`src/rtl/perm_pkg.sv`:
```
// Shared widths, state encoding and entry extraction for the permutation player.
package perm_pkg;

  localparam int unsigned NIB_W     = 4;
  localparam int unsigned N_ENTRIES = 16;
  localparam int unsigned SEQ_W     = 64;
  localparam int unsigned GAP_W     = 8;

  localparam logic [SEQ_W-1:0] IDENTITY_SEQ = 64'h0123_4567_89AB_CDEF;
  localparam logic [NIB_W-1:0] LAST_IDX     = NIB_W'(N_ENTRIES - 1);

  typedef enum logic [2:0] {IDLE, CHECK, PLAY, GAP, RELOAD} state_t;

  // Entry k sits in the k-th nibble from the top (entry 0 = [63:60]).
  function automatic logic [NIB_W-1:0] entry_of(input logic [SEQ_W-1:0] word,
                                                input logic [NIB_W-1:0] k);
    logic [SEQ_W-1:0] shifted;
    shifted = word >> (NIB_W * (N_ENTRIES - 1 - 32'(k)));
    return shifted[NIB_W-1:0];
  endfunction

endpackage

```
`src/rtl/perm_seq_player_if.sv`:
```
// Streaming output channel of the permutation player (valid/ready plus position tags).
interface perm_seq_player_if;
  import perm_pkg::*;

  logic [NIB_W-1:0] out_data;
  logic             out_valid;
  logic             out_ready;
  logic             out_last;
  logic [NIB_W-1:0] out_index;

  modport master (output out_data, out_valid, out_last, out_index, input out_ready);
  modport slave  (input out_data, out_valid, out_last, out_index, output out_ready);

endinterface

```
`src/rtl/perm_check.sv`:
```
// Presence bitmap of the 16 nibbles of a word; valid_c when every value 0..15 appears.
module perm_check
  import perm_pkg::*;
(
  input  logic [SEQ_W-1:0]     word,
  output logic [N_ENTRIES-1:0] bitmap_c,
  output logic                 valid_c
);

  always_comb begin
    bitmap_c = '0;
    for (int k = 0; k < N_ENTRIES; k++) begin
      bitmap_c[entry_of(word, NIB_W'(k))] = 1'b1;
    end
  end

  assign valid_c = &bitmap_c;

endmodule

```
`src/rtl/perm_seq_player.sv`:
```
// Captures a 16-entry permutation, validates it, and streams it out with optional pacing gaps.
module perm_seq_player
  import perm_pkg::*;
#(
  parameter int unsigned HOLD_CYCLES = 0
) (
  input  logic              clk,
  input  logic              rst,
  input  logic              start,
  input  logic              loop_en,
  input  logic [SEQ_W-1:0]  seq_all,
  perm_seq_player_if.master stream,
  output logic              busy,
  output logic              done,
  output logic              shuffle_req,
  output logic              perm_err
);

  localparam logic [GAP_W-1:0] HOLD = GAP_W'(HOLD_CYCLES);

  state_t               state, state_n;
  logic [NIB_W-1:0]     idx, idx_n;
  logic [SEQ_W-1:0]     snap, snap_n;
  logic [GAP_W-1:0]     gap_cnt, gap_cnt_n;
  logic                 err_n;
  logic                 done_n;
  logic                 play_n;
  logic                 perm_ok;
  logic [N_ENTRIES-1:0] unused_bitmap;

  perm_check u_check (
    .word     (snap),
    .bitmap_c (unused_bitmap),
    .valid_c  (perm_ok)
  );

  // Next-state and next-datapath values.
  always_comb begin
    state_n   = state;
    idx_n     = idx;
    snap_n    = snap;
    gap_cnt_n = gap_cnt;
    err_n     = perm_err;
    done_n    = 1'b0;
    case (state)
      IDLE: begin
        if (start) begin
          snap_n  = seq_all;
          idx_n   = '0;
          err_n   = 1'b0;
          state_n = CHECK;
        end
      end
      CHECK: begin
        if (perm_ok) begin
          state_n = PLAY;
        end else begin
          err_n   = 1'b1;
          state_n = IDLE;
        end
      end
      PLAY: begin
        if (stream.out_ready) begin
          if (idx == LAST_IDX) begin
            done_n  = 1'b1;
            state_n = loop_en ? RELOAD : IDLE;
          end else begin
            idx_n = idx + NIB_W'(1);
            if (HOLD != '0) begin
              state_n   = GAP;
              gap_cnt_n = HOLD;
            end
          end
        end
      end
      GAP: begin
        gap_cnt_n = gap_cnt - GAP_W'(1);
        if (gap_cnt == GAP_W'(1)) state_n = PLAY;
      end
      RELOAD: begin
        snap_n  = seq_all;
        idx_n   = '0;
        state_n = CHECK;
      end
      default: state_n = IDLE;
    endcase
    play_n = (state_n == PLAY);
  end

  // State and datapath registers.
  always_ff @(posedge clk) begin
    if (rst) begin
      state   <= IDLE;
      idx     <= '0;
      snap    <= IDENTITY_SEQ;
      gap_cnt <= '0;
    end else begin
      state   <= state_n;
      idx     <= idx_n;
      snap    <= snap_n;
      gap_cnt <= gap_cnt_n;
    end
  end

  // Output registers; busy also spans the completion pulse cycle.
  always_ff @(posedge clk) begin
    if (rst) begin
      stream.out_valid <= 1'b0;
      stream.out_last  <= 1'b0;
      stream.out_index <= '0;
      stream.out_data  <= '0;
      busy             <= 1'b0;
      done             <= 1'b0;
      shuffle_req      <= 1'b0;
      perm_err         <= 1'b0;
    end else begin
      stream.out_valid <= play_n;
      stream.out_last  <= play_n && (idx_n == LAST_IDX);
      stream.out_index <= play_n ? idx_n : '0;
      stream.out_data  <= play_n ? entry_of(snap_n, idx_n) : '0;
      busy             <= (state_n != IDLE) || done_n;
      done             <= done_n;
      shuffle_req      <= done_n;
      perm_err         <= err_n;
    end
  end

endmodule

```
`src/flat_wrapper.sv`:
```
// flat-port wrapper written by rule: the top's interface ports become plain ports
module perm_seq_player_flat import perm_pkg::*;
#(
  parameter int unsigned HOLD_CYCLES = 0
)
  (clk, rst, start, loop_en, seq_all, busy, done, shuffle_req, perm_err, stream_out_data, stream_out_valid, stream_out_last, stream_out_index, stream_out_ready);
  perm_seq_player_if stream_i ();
  input  logic clk;
  input  logic rst;
  input  logic start;
  input  logic loop_en;
  input  logic [SEQ_W-1:0] seq_all;
  output logic busy;
  output logic done;
  output logic shuffle_req;
  output logic perm_err;
  output wire logic [$bits(stream_i.out_data)-1:0] stream_out_data;
  output wire logic [$bits(stream_i.out_valid)-1:0] stream_out_valid;
  output wire logic [$bits(stream_i.out_last)-1:0] stream_out_last;
  output wire logic [$bits(stream_i.out_index)-1:0] stream_out_index;
  input wire logic [$bits(stream_i.out_ready)-1:0] stream_out_ready;
  assign stream_out_data = stream_i.out_data;
  assign stream_out_valid = stream_i.out_valid;
  assign stream_out_last = stream_i.out_last;
  assign stream_out_index = stream_i.out_index;
  assign stream_i.out_ready = stream_out_ready;
  perm_seq_player #(.HOLD_CYCLES(HOLD_CYCLES)) u_core (.clk(clk), .rst(rst), .start(start), .loop_en(loop_en), .seq_all(seq_all), .stream(stream_i), .busy(busy), .done(done), .shuffle_req(shuffle_req), .perm_err(perm_err));
endmodule
```
`config.mk`:
```
export PLATFORM = sky130hd
export DESIGN_NAME = perm_seq_player_flat
export DESIGN_NICKNAME = d
export VERILOG_FILES = /design/src/rtl/perm_pkg.sv /design/src/rtl/perm_seq_player_if.sv /design/src/rtl/perm_check.sv /design/src/rtl/perm_seq_player.sv /design/src/flat_wrapper.sv
export SDC_FILE = /design/constraint.sdc
export NUM_CORES = 1
export LEC_CHECK = 0
export ABC_AREA = 1
export BUFFER_PORTS_ARGS = -buffer_cell sky130_fd_sc_hd__buf_4
export CAP_MARGIN = 20
export CORE_MARGIN = 3
export CORE_UTILIZATION = 40
export CTS_CLUSTER_DIAMETER = 50
export DETAILED_ROUTE_END_ITERATION = 8
export PLACE_DENSITY = 0.68
export SYNTH_ARGS = -nofsm -noshare
export SYNTH_HDL_FRONTEND = slang
export SYNTH_SLANG_ARGS = --single-unit
```
`constraint.sdc`:
```
create_clock -name clk -period 2.4 [get_ports clk]
set_input_delay 0.12 -clock clk [delete_from_list [all_inputs] [get_ports clk]]
set_output_delay 0.12 -clock clk [all_outputs]
set_load 0.02 [all_outputs]
```
==> PnR_summary.wiki, run 1 <==
{| class="wikitable"
! Metric !! Value
|-
| Portion of total power attributed to combinational logic || 26.4%
|-
| Post-Synthesis Mean Instance Area || 5.225 um^2
|-
| Crit path required time || 2.70 ns
|-
| DP HPWL || 19630 um
|-
| Post-route DRC violation count || 0
|-
| Synth top cells by count || 624 x sky130_fd_sc_hd__nand2_1, 240 x sky130_fd_sc_hd__nor2_1, 132 x sky130_fd_sc_hd__inv_1
|-
| Most used flip-flop cell after synthesis || sky130_fd_sc_hd__dfxtp_1
|-
| Area growth syn-to-layout || 18.55%
|-
| Adder-cell share of the synthesized area || 0.5455%
|-
| RSZ-0062 raised after global routing || no
|-
| Worst vdd rail ir drop || 0.3855 mV
|-
| Fraction of synthesized cell area taken by the top area cell type || 34.04%
|-
| Layout cell share with drive strength beyond 1 || 10.40%
|-
| Total I/O pin count || 83
|-
| Insertion delay to the later sink of the worst-skew pair || 0.36 ns
|-
| Clock Power Share || 34.3%
|-
| Clock Sinks || 92
|-
| Worst path arrival time || 2.51 ns
|-
| Finished layout cell area || 8158 um^2
|-
| Length of the first detailed-routing pass in iterations || 6
|-
| Setup clock skew after layout || 0.007177 ns
|-
| Number of distinct library cells after synthesis || 38
|-
| Synthesized-area fraction occupied by ao, oa, aoi and oai cells || 7.218%
|-
| Biggest area consumer among synthesized cells || sky130_fd_sc_hd__nand2_1
|-
| Cell Area, Placed || 7772 um^2
|-
| Final total power || 4.295 mW
|-
| Number of enable flip-flop cells after synthesis || 0
|-
| Critical path type || flop to flop
|-
| Startpoint types || flop
|-
| Max transition margin || 59.50%
|-
| Mapped Area || 6882 um^2
|-
| Hold violation count in the final report || 0
|-
| Largest net degree at the start of global routing || 51
|-
| Number of nets produced by synthesis || 1389
|-
| Cell with the most instances after synthesis || sky130_fd_sc_hd__nand2_1
|-
| PD cells || 526.5 nW/um^2
|-
| Multiplexer share of the synthesized area || 0%
|-
| Total CTS buffers || 9
|-
| Sequential area share after synthesis || 26.76%
|-
| Drt first-iter violations || 727
|-
| Width of the chip || 137.2 um
|-
| Transition time at the pin with the least slew margin || 0.6075 ns
|-
| P_sw || 1.479 mW
|-
| Fraction of the mapped netlist area in simple logic gates || 55.09%
|-
| Initial Utilization || 41.20%
|-
| Via total after detailed routing || 8100
|-
| Core Box Area || 16700 um^2
|-
| Gate Count Post-Synth || 1317
|-
| Overall global routing resource usage || 26.59%
|-
| Number of rows created at floorplan || 47
|-
| Layout net count || 1480
|-
| Largest fanout of any net on the critical path || 33
|-
| Total Die Area || 18810 um^2
|-
| CTS H-Tree Depth || 3
|-
| Final antenna-violating net count || 0
|-
| Leakage power || 4.635 nW
|-
| Share of synthesized flip-flops with an asynchronous set or reset || 0%
|-
| Post-detailed-routing wire length || 24680 um
|-
| Flop pwr share || 39.3%
|-
| Synthesized flop and latch total || 92
|-
| Maximum clock insertion buffer count || 2
|-
| RD Place Congestion || 0.9791
|-
| Via density || 4.960
|-
| Largest cells by area after synthesis || sky130_fd_sc_hd__nand2_1 34%, sky130_fd_sc_hd__dfxtp_1 27%, sky130_fd_sc_hd__nor2_1 13%
|-
| Total placed cells including tap cells || 1610
|-
| Proportion of total power due to net switching || 34.44%
|-
| Status || completed
|-
| Smallest setup slack after layout || 0.1930 ns
|-
| Internal power || 2.816 mW
|-
| Vias in the first global route || 7654
|-
| Fin crit period || 2.207 ns
|-
| CTS tree || done
|-
| Remaining global-route overflow || 0
|-
| Count of final setup violators || 0
|-
| Count of maximum capacitance violations || 0
|-
| Post-synthesis xor/xnor area fraction || 0.1273%
|-
| Clock Tree Root || sky130_fd_sc_hd__clkbuf_16
|-
| Y dimension of the die || 137.2 um
|-
| Final Core Density || 48.85%
|-
| Final worst path period share || 91.96%
|-
| Setup slack after placement || 0.1046 ns
|-
| Hold Slack || 0.01259 ns
|-
| Count of port buffers added during placement || 82
|-
| Highest Clock Rate || 0.4531 GHz
|-
| Antenna fix cells || 0
|-
| Initial antenna violation count || 0
|-
| Number of slew-limit violations in the final report || 0
|-
| Largest family of logic cells by synthesized area || simple AND/OR/NAND/NOR gates
|-
| Clock transition at the registers of the reported paths || 0.07 ns
|-
| Worst hold path class || primary input to flop
|-
| Type of element capturing the critical path || flop
|-
| Setup Total Neg Slack || 0 ns
|-
| Post-Layout Cell Count || 1633
|-
| Wire length per cell || 15.11 um
|-
| Global-route wire length before repair || 38310 um
|-
| Warning count from the yosys run || 0
|}
## layer usage
| metal | wire length, um | part of all wire [%] | global-route usage [%] | vias to the layer above |
|---|---|---|---|---|
| met5 | 0 | 0 | 0 | - |
| met1 | 10990 | 45 | 34.25 | 3627 |
| met3 | 1619 | 6.6 | 5.331 | 54 |
| met4 | 907 | 3.7 | 11.64 | 0 |
| li1 | - | - | - | 4175 |
| met2 | 11160 | 45 | 43.05 | 244 |
## power groups by stage
stage	combinational, mW	sequential (mW)	clock [mW]
final	1.14	1.69	1.47
after global routing	1.28	1.70	1.55
after CTS	1.12	1.68	1.50
after detailed placement	1.11	1.72	0
after global placement	1.11	1.72	0
after floorplan	0.715	1.71	0
## cells in the final DEF, fill, tap and decap left out, drive strengths merged, types with 2 or more instances in the layout
master and n:
nand2 630, nor2 246, inv 139, buf 109
dfxtp 92, o21ai 78, nand3 63, clkbuf 11
nor3 10, a21oi 8, ha 3, dlygate4sd3 3
or2 3, nor4 2, a31oi 2, o21a 2
clkinv 2
## final cells by class
cell class,instances,area (um^2)
inverter,138,520.5
clock inverter,5,60.06
fill,1937,8543
tap,220,275.3
clock buffer,11,232.7
sequential,92,1842
timing repair buffer,112,893.4
multi-input combinational,1055,4334
## cell families after synthesis
| kind of cell | Yosys count |
|---|---|
| XOR/XNOR | 1 |
| flip-flops | 92 |
| AND/OR/NAND/NOR | 958 |
| AO/OA/AOI/OAI | 93 |
| buffers and inverters | 170 |
| adder cells (fa/ha/maj) | 3 |
## registers in the layout, indices dropped and copies added, names as in the netlist, 3 cells and up
signal,cells
u_core.snap,64
u_core.gap_cnt,8
u_core.idx,4
u_core.stream.out_data,4
u_core.stream.out_index,4
u_core.state,3
## critical path: stages (launching register included)
cell	delay (ns)
sky130_fd_sc_hd__dfxtp_1	0.42
sky130_fd_sc_hd__ha_1	0.26
sky130_fd_sc_hd__nand3_2	0.12
sky130_fd_sc_hd__nand2_2	0.14
sky130_fd_sc_hd__nand2_1	0.07
sky130_fd_sc_hd__nand2_1	0.08
sky130_fd_sc_hd__nand2_2	0.10
sky130_fd_sc_hd__nand2_2	0.09
sky130_fd_sc_hd__buf_8	0.23
sky130_fd_sc_hd__nand2_1	0.09
sky130_fd_sc_hd__nand2_1	0.07
sky130_fd_sc_hd__nand2_1	0.05
sky130_fd_sc_hd__nand3_1	0.10
sky130_fd_sc_hd__nand3_1	0.12
sky130_fd_sc_hd__nand2_1	0.10
sky130_fd_sc_hd__inv_1	0.04
sky130_fd_sc_hd__nor2_1	0.08
## timing repair
action | in CTS | in global routing
hold endpoints to repair | 3 | 0
hold buffers | 3 | 0
buffers inserted | 0 | 4
resized for setup | 0 | 2
endpoints found under the setup margin | 0 | 4
## final timing paths
path / start / end / slack, ns / cells past startpoint
setup / recovery: u_core.idx[0] / u_core.stream.out_data[1] / 0.19 / 16
hold / removal: seq_all[10] / u_core.snap[10] / 0.01 / 3
setup reg to reg: u_core.idx[0] / u_core.stream.out_data[1] / 0.19 / 16
hold reg to reg: u_core.perm_err / u_core.perm_err / 0.46 / 2
Power figures use the tool's default switching activity.
==> run 2: changes to the inputs <==
- CTS_BUF_LIST: not set -> sky130_fd_sc_hd__clkbuf_4
- clock period: 2.4 -> 2.6 ns (I/O delays scaled with it)
==> PnR_summary.wiki, run 2 (same netlist as run 1, synthesis figures left out) <==
{| class="wikitable"
! Metric !! Value
|-
| DP HPWL || 19720 um (+0.50%)
|-
| Reg-to-reg critical path startpoint || u_core.idx[0]
|-
| Type of element capturing the critical path || flop
|-
| Count of fill cells added during filler insertion || 1857 (-4.1%)
|-
| RSZ-0062 raised after global routing || no
|-
| Layout net count || 1526 (+3.1%)
|-
| Worst path arrival time || 2.70 ns (+0.19 ns)
|-
| Y dimension of the die || 137.2 um (unchanged)
|-
| HP Start || seq_all[21]
|-
| Via density || 4.861 (-2.0%)
|-
| CTS H-Tree Depth || 3 (unchanged)
|-
| Max reg flops || 64 (unchanged)
|-
| Insertion delay to the later sink of the worst-skew pair || 0.50 ns (+0.14 ns)
|-
| Wire length per cell || 14.94 um (-1.1%)
|-
| Total Die Area || 18810 um^2 (unchanged)
|-
| Total I/O pin count || 83 (unchanged)
|-
| Final worst path period share || 86.93% (-5.0 points)
|-
| Drt first-iter violations || 654 (-10%)
|-
| Cell type of the slowest stage on the worst timing path || sky130_fd_sc_hd__dfxtp_1
|-
| Width of the chip || 137.2 um (unchanged)
|-
| Clock transition at the registers of the reported paths || 0.18 ns (+0.11 ns)
|-
| Dominant cell type by count on the critical path || sky130_fd_sc_hd__nand2_1
|-
| Highest Clock Rate || 0.4424 GHz (-2.4%)
|-
| Hold path cells || 4 (+1)
|-
| CTS tree || done
|-
| Count of final setup violators || 0 (unchanged)
|-
| Most flops, register || u_core.snap
|-
| Clock Sinks || 92 (unchanged)
|-
| Startpoint types || flop
|-
| Final Core Density || 50.67% (+1.8 points)
|-
| Worst hold path class || primary input to flop
|-
| Number of buffer and inverter instances along the worst setup path || 2 (unchanged)
|-
| Total CTS buffers || 9 (unchanged)
|-
| Core Box Area || 16700 um^2 (unchanged)
|-
| CP max stage delay || 0.44 ns (+0.02 ns)
|-
| Setup Total Neg Slack || 0 ns (unchanged)
|-
| Reg2Reg Depth || 15 (-1)
|-
| Number of slew-limit violations in the final report || 0 (unchanged)
|-
| Commonest non-fill, non-tap cells in the layout || 624 x sky130_fd_sc_hd__nand2_1, 240 x sky130_fd_sc_hd__nor2_1, 132 x sky130_fd_sc_hd__inv_1
|-
| Setup clock skew after layout || 0.02073 ns (+0.01356 ns)
|-
| Clock Tree Root || sky130_fd_sc_hd__clkbuf_4
|-
| Transition time at the pin with the least slew margin || 0.5814 ns (-0.02602 ns)
|-
| RD Place Congestion || 1.006 (+2.7%)
|-
| Largest fanout of any net on the critical path || 33 (unchanged)
|-
| Worst reg2reg setup slack || 0.34 ns (+0.15 ns)
|-
| Maximum clock insertion buffer count || 2 (unchanged)
|-
| Worst flop-to-flop path endpoint || u_core.stream.out_data[0]
|-
| Initial antenna violation count || 1 (+1)
|-
| Count of maximum capacitance violations || 0 (unchanged)
|-
| Initial Utilization || 41.20% (unchanged)
|-
| Critical path type || flop to flop
|-
| Global-route wire length before repair || 38990 um (+1.8%)
|-
| Worst vdd rail ir drop || 0.3686 mV (-4.4%)
|-
| Final antenna-violating net count || 0 (unchanged)
|-
| Delay-heaviest family, CP || simple AND/OR/NAND/NOR gates
|-
| Top flop regs || u_core.snap x64, u_core.gap_cnt x8
|-
| List of cells traversed by the critical path || ha_1 > nand3_2 > nand2_2 > inv_2 > nand2_1 > nand2_1 > nand2_2 > nand2_4 > nand2_1 > nand3_1 > nand3_1 > nand3_1 > nand2_1 > inv_1 > nor2_1
|-
| Via total after detailed routing || 8172 (+0.89%)
|-
| Fin crit period || 2.260 ns (+0.05332 ns)
|-
| Final total power || 3.483 mW (-19%)
|-
| Leakage power || 4.742 nW (+2.3%)
|-
| Status || completed
|-
| Crit path required time || 3.04 ns (+0.34 ns)
|-
| PD cells || 411.7 nW/um^2 (-22%)
|-
| Area growth syn-to-layout || 22.96%
|-
| Largest net degree at the start of global routing || 50 (-2.0%)
|-
| Number of rows created at floorplan || 47 (unchanged)
|-
| Commonest non-fill, non-tap cell in the layout || sky130_fd_sc_hd__nand2_1
|-
| Post-detailed-routing wire length || 25120 um (+1.8%)
|-
| Overall global routing resource usage || 27.00% (+0.41 points)
|-
| Max transition margin || 61.09% (+1.6 points)
|-
| Count of port buffers added during placement || 82 (unchanged)
|-
| Layout cell share with drive strength beyond 1 || 9.664% (-0.74 points)
|-
| Length of the first detailed-routing pass in iterations || 5 (-1)
|-
| Remaining global-route overflow || 0 (unchanged)
|-
| Endpoint, Worst Hold || u_core.snap[21]
|-
| Post-route DRC violation count || 0 (unchanged)
|-
| Hold violation count in the final report || 0 (unchanged)
|-
| Vias in the first global route || 7588 (-0.86%)
|}
==> run 2: cell count changes in the layout (fill, tap and decap cells not counted), moves of 2 or more <==
cell                            previous run  this run
sky130_fd_sc_hd__clkbuf_16                 9         0
sky130_fd_sc_hd__inv_6                     2         5
sky130_fd_sc_hd__dlygate4sd3_1             3        57
sky130_fd_sc_hd__buf_4                   105        99
sky130_fd_sc_hd__clkbuf_4                  0        10
sky130_fd_sc_hd__clkbuf_1                  2         0
sky130_fd_sc_hd__diode_2                   0         2
==> run 2: timing repair <==
action / CTS / global route
hold endpoints to repair: 57 / 0
hold buffers: 57 / 0
gates resized for setup: 0 / 1
endpoints found under the setup margin: 0 / 3
buffers inserted: 0 / 0
==> run 2: power breakdown <==
group	internal, mW	switching, mW	leakage [nW]
Clock	0.225	0.586	0.0688
Combinational	0.414	0.698	3.92
Sequential	1.49	0.0738	0.756
Total	2.13	1.36	4.74
==> run 2: worst max-delay path by stage <==
| stage | from | to | cells past startpoint |
|---|---|---|---|
| after floorplan | u_core.idx[0] | u_core.stream.out_data[3] | 15 |
| after global placement | u_core.idx[0] | u_core.stream.out_data[1] | 15 |
| after detailed placement | u_core.idx[0] | u_core.stream.out_data[1] | 15 |
| after CTS | u_core.idx[0] | u_core.stream.out_data[1] | 15 |
| after global routing | u_core.idx[0] | u_core.stream.out_data[2] | 15 |
| final | u_core.idx[0] | u_core.stream.out_data[0] | 15 |
==> run 2: metrics by stage <==
step	hold WS (ns)	area, um^2	std cells	setup WS [ns]
floorplan	0.2668	6882	1317	0.8342
global placement	0.3754	7755	1606	0.2169
detailed placement	0.3779	7755	1606	0.2096
CTS	0.0004430	8452	1679	0.1545
global route	0.01455	8462	1681	0.1300
finish	0.02097	8462	1681	0.3397
==> run 2: layout make-up <==
| type | count | area (um^2) | share of cell area [%] |
|---|---|---|---|
| Antenna cell | 2 | 5.005 | 0.05915 |
| Sequential cell | 92 | 1842 | 21.77 |
| Multi-Input combinational cell | 1055 | 4339 | 51.28 |
| Tap cell | 220 | 275.3 | 3.253 |
| Clock buffer | 10 | 75.07 | 0.8872 |
| Clock inverter | 6 | 51.30 | 0.6062 |
| Inverter | 138 | 520.5 | 6.151 |
| Timing Repair Buffer | 158 | 1354 | 16.00 |
==> run 2: layer usage <==
metal	share of wire, %	vias up	GRT usage [%]
met5	0	-	0
met4	2.8	0	8.093
met3	5.6	47	4.559
met2	45	277	44.09
met1	46	3581	36.50
li1	-	4267	-
==> run 2: worst reg2reg max path: stages, from the launching register on <==
cell,delay (ns)
sky130_fd_sc_hd__dfxtp_1,0.44
sky130_fd_sc_hd__ha_1,0.24
sky130_fd_sc_hd__nand3_2,0.12
sky130_fd_sc_hd__nand2_2,0.14
sky130_fd_sc_hd__inv_2,0.06
sky130_fd_sc_hd__nand2_1,0.05
sky130_fd_sc_hd__nand2_1,0.06
sky130_fd_sc_hd__nand2_2,0.14
sky130_fd_sc_hd__nand2_4,0.24
sky130_fd_sc_hd__nand2_1,0.15
sky130_fd_sc_hd__nand3_1,0.07
sky130_fd_sc_hd__nand3_1,0.09
sky130_fd_sc_hd__nand3_1,0.16
sky130_fd_sc_hd__nand2_1,0.12
sky130_fd_sc_hd__inv_1,0.04
sky130_fd_sc_hd__nor2_1,0.08
==> run 3: changes to the inputs <==
- GPL_TIMING_DRIVEN: not set -> 0
- clock period: 2.6 -> 2.25 ns (I/O delays scaled with it)
==> PnR_summary.wiki, run 3 (same netlist as run 1, synthesis figures left out) <==
{| class="wikitable"
! Metric !! Value
|-
| Via density || 5.022 (+3.3%)
|-
| Type of element capturing the critical path || flop
|-
| Status || complete, but fails checks
|-
| Drt first-iter violations || 900 (+38%)
|-
| Final antenna-violating net count || 0 (unchanged)
|-
| Layout cell share with drive strength beyond 1 || 11.57% (+1.9 points)
|-
| Multi-input gate area || 4412 um^2 (+1.7%)
|-
| Startpoint types || flop
|-
| Transition time at the pin with the least slew margin || 0.7643 ns (+0.1828 ns)
|-
| CTS H-Tree Depth || 3 (unchanged)
|-
| Layout net count || 1546 (+1.3%)
|-
| Final worst path period share || 95.20% (+8.3 points)
|-
| Final total power || 4.154 mW (+19%)
|-
| Most flops, register || u_core.snap
|-
| DP HPWL || 22210 um (+13%)
|-
| Insertion delay to the later sink of the worst-skew pair || 0.49 ns (about the same)
|-
| Count of final setup violators || 0 (unchanged)
|-
| Hold violation count in the final report || 1 (+1)
|-
| Vias in the first global route || 7945 (+4.7%)
|-
| Highest Clock Rate || 0.4668 GHz (+5.5%)
|-
| Initial antenna violation count || 1 (unchanged)
|-
| CTS tree || done
|-
| Violated checks || hold timing
|-
| Count of maximum capacitance violations || 0 (unchanged)
|-
| Initial Utilization || 41.20% (unchanged)
|-
| Hold Slack || -0.009895 ns (-0.03086 ns)
|-
| Number of rows created at floorplan || 47 (unchanged)
|-
| Clock Sinks || 92 (unchanged)
|-
| Number of slew-limit violations in the final report || 0 (unchanged)
|-
| Count of port buffers added during placement || 82 (unchanged)
|-
| Total Die Area || 18810 um^2 (unchanged)
|-
| Worst vdd rail ir drop || 0.2615 mV (-29%)
|-
| Worst hold path class || primary input to flop
|-
| Worst path arrival time || 2.58 ns (-0.12 ns)
|-
| Y dimension of the die || 137.2 um (unchanged)
|-
| Core Box Area || 16700 um^2 (unchanged)
|-
| Post-route DRC violation count || 0 (unchanged)
|-
| Leakage power || 4.806 nW (+1.4%)
|-
| Width of the chip || 137.2 um (unchanged)
|-
| PD cells || 479.4 nW/um^2 (+16%)
|-
| Fin crit period || 2.142 ns (-0.1182 ns)
|-
| RD Place Congestion || 1.033 (+2.7%)
|-
| Largest fanout of any net on the critical path || 10 (-70%)
|-
| Clock transition at the registers of the reported paths || 0.15 ns (-0.03 ns)
|-
| Top flop regs || u_core.snap x64, u_core.gap_cnt x8
|-
| Count of fill cells added during filler insertion || 1861 (+0.22%)
|-
| Launch point of the worst path || u_core.idx[0]
|-
| Total I/O pin count || 83 (unchanged)
|-
| Max reg flops || 64 (unchanged)
|-
| Reg-to-reg critical path startpoint || u_core.idx[0]
|-
| Commonest non-fill, non-tap cells in the layout || 623 x sky130_fd_sc_hd__nand2_1, 226 x sky130_fd_sc_hd__nor2_1, 132 x sky130_fd_sc_hd__inv_1
|-
| Largest net degree at the start of global routing || 17 (-66%)
|-
| Crit path required time || 2.69 ns (-0.35 ns)
|-
| Via total after detailed routing || 8538 (+4.5%)
|-
| Critical path type || flop to flop
|-
| Maximum clock insertion buffer count || 2 (unchanged)
|-
| Remaining global-route overflow || 0 (unchanged)
|-
| Global-route wire length before repair || 42790 um (+9.7%)
|-
| Commonest non-fill, non-tap cell in the layout || sky130_fd_sc_hd__nand2_1
|-
| Post-detailed-routing wire length || 28380 um (+13%)
|-
| Clock Tree Root || sky130_fd_sc_hd__clkbuf_4
|-
| Length of the first detailed-routing pass in iterations || 5 (unchanged)
|-
| Total setup buffers inserted after CTS || 0 (unchanged)
|-
| Register cell area after layout || 1851 um^2 (+0.48%)
|-
| Max transition margin || 49.05% (-12 points)
|-
| Total CTS buffers || 9 (unchanged)
|-
| HP Start || seq_all[24]
|-
| Setup clock skew after layout || 0.01608 ns (-0.004652 ns)
|-
| Overall global routing resource usage || 30.47% (+3.5 points)
|-
| Area growth syn-to-layout || 25.91%
|-
| Wire length per cell || 16.70 um (+12%)
|}
==> run 3: changes by cell type in the layout (fill, tap and decap cells not counted), moves of 4 or more <==
cell,previous run,this run
sky130_fd_sc_hd__o21ai_0,46,41
sky130_fd_sc_hd__nor2_2,2,16
sky130_fd_sc_hd__clkbuf_1,0,8
sky130_fd_sc_hd__dfxtp_2,0,4
sky130_fd_sc_hd__buf_4,99,88
sky130_fd_sc_hd__nor2_1,240,226
sky130_fd_sc_hd__buf_6,0,5
sky130_fd_sc_hd__buf_2,0,10
sky130_fd_sc_hd__dlygate4sd3_1,57,64
sky130_fd_sc_hd__dfxtp_1,92,87
==> run 3: metrics by stage <==
| stage | setup TNS, ns | worst slack, ns | instances | instance area (um^2) | utilization (%) |
|---|---|---|---|---|---|
| 4_1_cts | 0 | 0.003040 | 1696 | 8542 | 51.15 |
| 5_1_grt | -0.0001961 | -0.0001961 | 1700 | 8665 | 51.88 |
| 6_report | 0 | 0.1080 | 1700 | 8665 | 51.88 |
| 2_1_floorplan | 0 | 0.4842 | 1317 | 6882 | - |
| 3_5_place_dp | -0.3303 | -0.1020 | 1619 | 7772 | 46.54 |
| 3_3_place_gp | -0.3032 | -0.1057 | 1619 | 7772 | 46.54 |
==> run 3: worst paths after layout <==
kind | to | slack, ns | cells after the start
worst max-delay path | u_core.stream.out_data[3] | 0.11 | 16
worst min-delay path | u_core.snap[24] | -0.01 | 3
worst max register to register | u_core.stream.out_data[3] | 0.11 | 16
worst min register to register | u_core.perm_err | 0.48 | 2
==> run 3: cell type report <==
cell class                      count  area share [%]
Multi-Input combinational cell   1055           50.92
Sequential cell                    92           21.36
Timing Repair Buffer              146           14.50
Inverter                          138           6.007
Tap cell                          220           3.177
Buffer                             32           2.383
Clock inverter                      6          0.8231
Clock buffer                        9          0.7798
Antenna cell                        2         0.05776
==> run 3: routing by layer <==
| metal | part of all wire [%] | GRT usage [%] | up-vias | wire length (um) |
|---|---|---|---|---|
| li1 | - | - | 4312 | - |
| met1 | 43 | 40.29 | 3787 | 12070 |
| met2 | 46 | 50.84 | 383 | 12970 |
| met3 | 8.7 | 4.301 | 56 | 2457 |
| met4 | 3.1 | 10.37 | 0 | 888 |
| met5 | 0 | 0 | - | 0 |
==> run 3: report_power, final <==
| group | switching [mW] | total (mW) | internal (mW) |
|---|---|---|---|
| registers | 0.0885 | 1.80 | 1.72 |
| logic | 0.863 | 1.34 | 0.474 |
| clock network | 0.670 | 1.01 | 0.342 |
==> run 3: critical path, stage by stage, from the launching register on <==
cell and delay [ns]:
sky130_fd_sc_hd__dfxtp_4 0.40, sky130_fd_sc_hd__ha_2 0.20, sky130_fd_sc_hd__nand3_2 0.13, sky130_fd_sc_hd__nand2_4 0.12
sky130_fd_sc_hd__inv_2 0.04, sky130_fd_sc_hd__nand2_1 0.06, sky130_fd_sc_hd__nand2_1 0.09, sky130_fd_sc_hd__nand2_4 0.11
sky130_fd_sc_hd__nand2_4 0.08, sky130_fd_sc_hd__buf_8 0.17, sky130_fd_sc_hd__nand2_1 0.07, sky130_fd_sc_hd__nand3_2 0.11
sky130_fd_sc_hd__nand3_1 0.11, sky130_fd_sc_hd__nand3_1 0.15, sky130_fd_sc_hd__nand2_1 0.11, sky130_fd_sc_hd__inv_1 0.04
sky130_fd_sc_hd__nor2_1 0.08
==> run 3: timing repair <==
item | in CTS | in global routing
endpoints found under the hold margin | 61 | 2
endpoints found under the setup margin | 4 | 11
resized for setup | 6 | 39
hold buffers | 62 | 2
